===== config.mk =====
export PLATFORM = sky130hd
export DESIGN_NAME = hazard_ctrl
export DESIGN_NICKNAME = d
export VERILOG_FILES = /design/src/rtl/hazard_ctrl_pkg.sv /design/src/rtl/hc_scoreboard.sv /design/src/rtl/hazard_ctrl.sv
export SDC_FILE = /design/constraint.sdc
export NUM_CORES = 1
export LEC_CHECK = 0
export BUFFER_PORTS_ARGS = -buffer_cell sky130_fd_sc_hd__buf_2
export CAP_MARGIN = 30
export CORE_AREA = 2 2 88 48
export CTS_BUF_LIST = sky130_fd_sc_hd__clkbuf_4 sky130_fd_sc_hd__clkbuf_8
export CTS_CLUSTER_DIAMETER = 50
export DETAILED_ROUTE_END_ITERATION = 7
export DIE_AREA = 0 0 90 50
export GPL_TIMING_DRIVEN = 0
export PLACE_DENSITY = 0.75
export SLEW_MARGIN = 30
export SYNTH_ARGS = -nofsm -noshare
export SYNTH_HDL_FRONTEND = slang
export SYNTH_SLANG_ARGS = --single-unit

===== constraint.sdc =====
create_clock -name hc_i_clk -period 2 [get_ports hc_i_clk]
set_clock_uncertainty 0.2 [all_clocks]
set_input_delay 0.4 -clock hc_i_clk [delete_from_list [all_inputs] [get_ports hc_i_clk]]
set_output_delay 0.4 -clock hc_i_clk [all_outputs]
set_load 0.02 [all_outputs]

===== src/rtl/hazard_ctrl_pkg.sv =====
// Shared definitions for the hazard controller: default widths, FSM states and
// the link-register address that jr/jal depend on.
package hazard_ctrl_pkg;

    localparam int HC_AWIDTH    = 5;
    localparam int HC_CNT_WIDTH = 16;

    // Scoreboard entries carry {valid, is_load} on top of the destination address.
    localparam int SB_TAG_BITS = 2;

    localparam logic [4:0] RA_REG = 5'd31;

    typedef enum logic [1:0] {
        HC_RUN     = 2'd0,
        HC_LDSTALL = 2'd1,
        HC_JRWAIT  = 2'd2
    } hc_state_e;

endpackage


===== src/rtl/hc_scoreboard.sv =====
// Two-entry destination scoreboard shadowing the EX and MEM stages, with
// address match outputs for the ID-stage sources and the link register.
module hc_scoreboard
    import hazard_ctrl_pkg::*;
#(
    parameter int AWIDTH = HC_AWIDTH
) (
    input  logic              i_clk,
    input  logic              i_rst_n,
    input  logic              i_hold,
    input  logic              i_bubble,
    input  logic              i_id_valid,
    input  logic              i_id_load,
    input  logic [AWIDTH-1:0] i_id_dst,
    input  logic [AWIDTH-1:0] i_rs,
    input  logic [AWIDTH-1:0] i_rt,
    output logic              o_rs_match,
    output logic              o_rt_match,
    output logic              o_ex_load,
    output logic              o_ra_match
);
    localparam int                EW = AWIDTH + SB_TAG_BITS;
    localparam logic [AWIDTH-1:0] RA = AWIDTH'(RA_REG);

    logic [EW-1:0]   r_ex;
    // A load that has reached MEM is forwardable, so only valid+dst are kept.
    logic [AWIDTH:0] r_mem;

    logic              w_ex_valid;
    logic [AWIDTH-1:0] w_ex_dst;
    logic              w_mem_valid;
    logic [AWIDTH-1:0] w_mem_dst;

    assign w_ex_valid  = r_ex[EW-1];
    assign o_ex_load   = r_ex[EW-1] & r_ex[AWIDTH];
    assign w_ex_dst    = r_ex[AWIDTH-1:0];
    assign w_mem_valid = r_mem[AWIDTH];
    assign w_mem_dst   = r_mem[AWIDTH-1:0];

    // NOTE: the entries are pipeline state, not a storage array, so they are reset;
    // a stale valid bit after reset would stall the first instructions.
    // NOTE: sequential state uses non-blocking assignments so r_mem captures the
    // pre-edge r_ex rather than the value written in this same block.
    always_ff @(posedge i_clk or negedge i_rst_n) begin
        if (!i_rst_n) begin
            r_ex  <= '0;
            r_mem <= '0;
        end else if (!i_hold) begin
            r_mem <= {w_ex_valid, w_ex_dst};
            r_ex  <= i_bubble ? '0 : {i_id_valid, i_id_load, i_id_dst};
        end
    end

    assign o_rs_match = w_ex_valid & (i_rs != '0) & (i_rs == w_ex_dst);
    assign o_rt_match = w_ex_valid & (i_rt != '0) & (i_rt == w_ex_dst);
    assign o_ra_match = (w_ex_valid & (w_ex_dst == RA)) | (w_mem_valid & (w_mem_dst == RA));

endmodule


===== src/rtl/hazard_ctrl.sv =====
// ID-stage pipeline scheduler: stalls, bubbles and flushes for load-use, jr/jal,
// taken branches and data-memory wait, plus a saturating stall counter.
module hazard_ctrl
    import hazard_ctrl_pkg::*;
#(
    parameter int AWIDTH    = HC_AWIDTH,
    parameter int CNT_WIDTH = HC_CNT_WIDTH
) (
    input  logic                 hc_i_clk,
    input  logic                 hc_i_rst,
    input  logic                 hc_i_ce,
    input  logic [AWIDTH-1:0]    hc_i_addr_rs,
    input  logic [AWIDTH-1:0]    hc_i_addr_rt,
    input  logic [AWIDTH-1:0]    hc_i_addr_rd,
    input  logic                 hc_i_reg_wr,
    input  logic                 hc_i_reg_dst,
    input  logic                 hc_i_memtoreg,
    input  logic                 hc_i_alu_src,
    input  logic                 hc_i_memwrite,
    input  logic                 hc_i_branch,
    input  logic                 hc_i_jr,
    input  logic                 hc_i_jal,
    input  logic                 hc_i_ex_taken,
    input  logic                 hc_i_mem_busy,
    output logic                 hc_o_pc_stall,
    output logic                 hc_o_ifid_stall,
    output logic                 hc_o_ifid_flush,
    output logic                 hc_o_idex_bubble,
    output logic                 hc_o_jr_go,
    output logic                 hc_o_jal_go,
    output logic [CNT_WIDTH-1:0] hc_o_stall_cnt
);
    localparam logic [AWIDTH-1:0] RA = AWIDTH'(RA_REG);

    hc_state_e r_state;
    hc_state_e w_next_state;

    logic              w_rs_used;
    logic              w_rt_used;
    logic [AWIDTH-1:0] w_dst;
    logic              w_id_valid;
    logic              w_rs_match;
    logic              w_rt_match;
    logic              w_ex_load;
    logic              w_ra_match;
    logic              w_load_use;
    logic              w_jr_haz;
    logic              w_count;

    logic [CNT_WIDTH-1:0] r_stall_cnt;

    // jal reads no sources; rt is a source for branches, stores and R-type ops.
    assign w_rs_used  = hc_i_ce & ~hc_i_jal;
    assign w_rt_used  = hc_i_ce & ~hc_i_jal & (hc_i_branch | hc_i_memwrite | ~hc_i_alu_src);
    assign w_dst      = hc_i_jal ? RA : (hc_i_reg_dst ? hc_i_addr_rd : hc_i_addr_rt);
    assign w_id_valid = hc_i_ce & hc_i_reg_wr & (w_dst != '0);

    hc_scoreboard #(
        .AWIDTH (AWIDTH)
    ) u_scoreboard (
        .i_clk      (hc_i_clk),
        .i_rst_n    (hc_i_rst),
        .i_hold     (hc_i_mem_busy),
        .i_bubble   (hc_o_idex_bubble),
        .i_id_valid (w_id_valid),
        .i_id_load  (hc_i_memtoreg),
        .i_id_dst   (w_dst),
        .i_rs       (hc_i_addr_rs),
        .i_rt       (hc_i_addr_rt),
        .o_rs_match (w_rs_match),
        .o_rt_match (w_rt_match),
        .o_ex_load  (w_ex_load),
        .o_ra_match (w_ra_match)
    );

    assign w_load_use = w_ex_load & ((w_rs_used & w_rs_match) | (w_rt_used & w_rt_match));
    assign w_jr_haz   = hc_i_ce & hc_i_jr & w_ra_match;

    always_ff @(posedge hc_i_clk or negedge hc_i_rst) begin
        if (!hc_i_rst) r_state <= HC_RUN;
        else           r_state <= w_next_state;
    end

    // NOTE: every output and the next state get a default first, so no path
    // through the priority chain can leave a value unassigned and infer a latch.
    always_comb begin
        w_next_state     = HC_RUN;
        hc_o_pc_stall    = 1'b0;
        hc_o_ifid_stall  = 1'b0;
        hc_o_ifid_flush  = 1'b0;
        hc_o_idex_bubble = 1'b0;
        hc_o_jr_go       = 1'b0;
        hc_o_jal_go      = 1'b0;
        if (hc_i_mem_busy) begin
            w_next_state    = r_state;
            hc_o_pc_stall   = 1'b1;
            hc_o_ifid_stall = 1'b1;
        end else if (hc_i_ex_taken) begin
            hc_o_ifid_flush  = 1'b1;
            hc_o_idex_bubble = 1'b1;
        end else if (w_jr_haz) begin
            w_next_state     = HC_JRWAIT;
            hc_o_pc_stall    = 1'b1;
            hc_o_ifid_stall  = 1'b1;
            hc_o_idex_bubble = 1'b1;
        end else if (w_load_use) begin
            w_next_state     = HC_LDSTALL;
            hc_o_pc_stall    = 1'b1;
            hc_o_ifid_stall  = 1'b1;
            hc_o_idex_bubble = 1'b1;
        end else if (hc_i_ce & hc_i_jr) begin
            hc_o_jr_go      = 1'b1;
            hc_o_ifid_flush = 1'b1;
        end else if (hc_i_ce & hc_i_jal) begin
            hc_o_jal_go     = 1'b1;
            hc_o_ifid_flush = 1'b1;
        end
    end

    // Bubbles from a taken branch are not hazard stalls; mem_busy never bubbles.
    assign w_count = hc_o_idex_bubble & ~hc_i_ex_taken;

    always_ff @(posedge hc_i_clk or negedge hc_i_rst) begin
        if (!hc_i_rst)
            r_stall_cnt <= '0;
        else if (w_count && (r_stall_cnt != '1))
            r_stall_cnt <= r_stall_cnt + 1'b1;
    end

    assign hc_o_stall_cnt = r_stall_cnt;

endmodule


==> summary.md <==
| Metric | Value |
|---|---|
| Outcome | complete, but fails checks |
| Violated checks | negative setup slack |
| Max clock buf depth | 2 |
| Startpoint Class | flop |
| Worst-Margin Slew | between 0.6 and 0.7 ns |
| Vias in the first global route | 1,596 |
| Total grt overflow | 0 |
| DIE AREA | about 4500 um2 |
| Row count | 16 |
| GP Congestion | about 0.80 |
| Detail Route Antenna Nets | 0 |
| Unrepaired setup endpoints after global routing | true |
| Synth Register Bits | 29 |
| N_diodes | 0 |
| CTS tree | yes |
| Skew-Pair Late Insertion Delay | 0.28 ns |
| Lkg Pwr | roughly 1.2 nW |
| HPWL Detailed | approximately 3200 um |
| Comb power frac | between 10% and 20% |
| Largest net degree at the start of global routing | 30 |
| Initial antenna violation count | 0 |
| Top post-synthesis cells by area | dfrtp_1 (43%), xor2_1 (9.3%), mux2_2 (4.0%) |
| Post-synthesis compound-gate area fraction | 9.45% |
| Maximum vdd ir drop | about 0.0003 V |
| Final core occ | roughly three quarters |
| Synth Area in Simple Gates | 25.6% |
| Maximum capacitance violations | 0 |
| Placed insts | roughly 270 |
| TritonCTS buffer count | 5 |
| CP required | approximately 1.4 ns |
| Vias | between 1,500 and 2,000 |
| Power after layout | 1.58 mW |
| DRC | 0 |
| Worst hold path class | input pin to flop |
| Final critical-path share of the clock period | 142% |
| NumNets Final | 270 |
| Most common cell after layout, fill and taps aside | buf_2 |
| Core area | 3720 um2 |
| Final Critical Period | 2.83 ns |
| Initial drt markers | 227 |
| Number of vias per cell | just under 6 |
| Final setup margin | -0.833 ns |
| Critical path peak fanout | 5 |
| P&R area growth vs syn | 60.6% |
| Final wirelength | between 5000 and 6000 um |
| CP Capture Type | output port |
| Worst rel slew slack | between 50% and 60% |
| Syn nets | about 200 |
| H-tree levels | 2 |
| Post-synth top area share | 42.8% |
| Number of setup violations in the final report | 28 |
| Yosys top cell by area | dfrtp_1 |
| Worst-path clk slew | 0.07 ns |
| DP Worst Slack | -0.657 ns |
| Main combinational cell family by area after synthesis | simple AND/OR/NAND/NOR gates |
| Initial DRT Pass Iterations | 4 |
| Layout cell share with drive strength beyond 1 | between 50% and 60% |
| Seq. cell area | approximately 740 um2 |
| Sw Pwr | slightly above 0.4 mW |
| Mux contribution to synthesized area | around 5.5% |
| Clock share of power | 41.5% |
| Non-Filler Instances | between 200 and 300 |
| Die Width | roughly 90 um |
| Slew Limit Fails | 0 |
| Final Hold Viols | 0 |
| Die H | around 50 um |
| Cell-internal power | about 1.2 mW |
| Number of distinct standard cells referenced by the synthesized netlist | 39 |
| Ys async rst share | 100% |
| Gr usage total | ~25% |
| Post-synth EDFFs | 0 |
| Post-Syn Area | about 1700 um2 |
| Multi-input gate area | ~1200 um2 |
| Synth Area in XOR/XNOR | 11.4% |
| Power per standard cell area | 582 nW/um2 |
| Sequential share of power | around two fifths |
| Net Sw Frac | roughly a quarter |
| Primary FF master, synth | dfrtp_1 |
| Syn Area/Cell | around 10 um2 |
| Total clock sinks | 29 |
| Fmax | 0.353 GHz |
| Adder-Cell Fraction of Synth Area | less than 1% |
| Worst Path Arrival | approximately 2.2 ns |
| Register area share after synthesis | 42.8% |
| Global-route wire length before repair | roughly 8700 um |
| Initial cell density of the core | 45.5% |
| Fill cell count | between 200 and 250 |
| Min-Delay Path Depth | 2 |
| YS warnings | 0 |
| Cells after Synth | around 170 |
| WS Path Type | flop to output port |
| Detailed-route wire length per cell | 20.2 um |
| Hold WS | between 0.15 and 0.2 ns |
| Port Buf Inserts | 46 |
| R2R cell count | 11 |
| Root buf cell | clkbuf_8 |
| Commonest non-fill, non-tap cells in the layout | buf_2 (41), dfrtp_1 (20), xor2_1 (16), buf_6 (13), nand2_1 (12) |
| Io pins | 50 |
## flip-flops by register name, summed over array words and instances, names as in the netlist
name	flops
u_scoreboard.r_ex	7
hc_o_stall_cnt	16
u_scoreboard.r_mem	6
## cell type report
class	instances	area share, %
multi-input combinational	127	44.1
clock buffer	7	3.31
sequential	29	27.1
timing repair buffer	67	18.6
inverter	2	0.276
buffer	9	3.08
clock inverter	1	1.10
tap	54	2.48
## kinds of logic after synthesis
kind of cell / count (synthesis)
AO/OA/AOI/OAI: 21
XOR/XNOR: 22
adder cells (fa/ha/maj): 1
buffers and inverters: 13
flip-flops: 29
multiplexers: 8
AND/OR/NAND/NOR: 75
## metrics by stage
stage / cell area, um2 / TNS [ns]
after global placement: 2100 / -7.99
final: 2720 / -11.18
after floorplan: 1800 / -1.62
after global routing: 2720 / -13.31
after detailed placement: 2100 / -8.83
after CTS: 2580 / -9.95
## metal layers
layer	up-vias	share of wire [%]	global-route usage, %	wire length [um]
met3	6	11	6.73	655
met5	-	0	0	0
li1	754	-	-	-
met1	863	44	37.5	2640
met2	129	44	36.2	2650
met4	0	0.65	4.87	39
## critical path, cell delays in order, from the launching register on
cell      delay [ns]
dfrtp_1         0.38
buf_8           0.14
xor2_1          0.17
nor3_2          0.26
o211ai_1        0.16
and3_4          0.21
buf_8           0.12
buf_8           0.13
o211ai_1        0.11
a21oi_2         0.09
buf_4           0.18
## power groups by stage
stage	registers [mW]	clock network [mW]	logic [mW]
6_report	0.649	0.658	0.276
3_5_place_dp	0.655	0	0.188
2_1_floorplan	0.646	0	0.120
3_3_place_gp	0.654	0	0.186
4_1_cts	0.647	0.651	0.230
5_1_grt	0.650	0.689	0.293
## path summary, 6_finish.rpt
path	startpoint	to	slack, ns
max	u_scoreboard.r_ex[2]	hc_o_ifid_flush	-0.83
min	hc_i_memtoreg	u_scoreboard.r_ex[5]	0.18
max reg2reg	u_scoreboard.r_ex[2]	hc_o_stall_cnt[3]	-0.45
min reg2reg	hc_o_stall_cnt[6]	hc_o_stall_cnt[6]	0.28
max in group asynchronous	hc_i_rst	hc_o_stall_cnt[3]	0.66
min in group asynchronous	hc_i_rst	hc_o_stall_cnt[12]	0.46
## cells in the mapped netlist, drive strengths merged, types with 2 or more instances
cell	number
and4	3
mux2	7
o211ai	3
dfrtp	29
and3	4
o21ai	6
buf	4
nor2	8
xor2	18
xnor2	4
nor2b	6
nand4	4
nand2	14
a21oi	2
inv	2
nand3	12
a211oi	5
nand4b	2
nor3	9
clkbuf	7
nor4	9
## repair_timing
item                                    in CTS  in global routing
setup buffers                               12                 12
pin swaps                                   28                 16
hold buffers                                 1                  0
endpoints found under the hold margin       29                  0
endpoints found under the setup margin      29                 29
resized for setup                           54                 23
(Power assumes the default switching activity.)
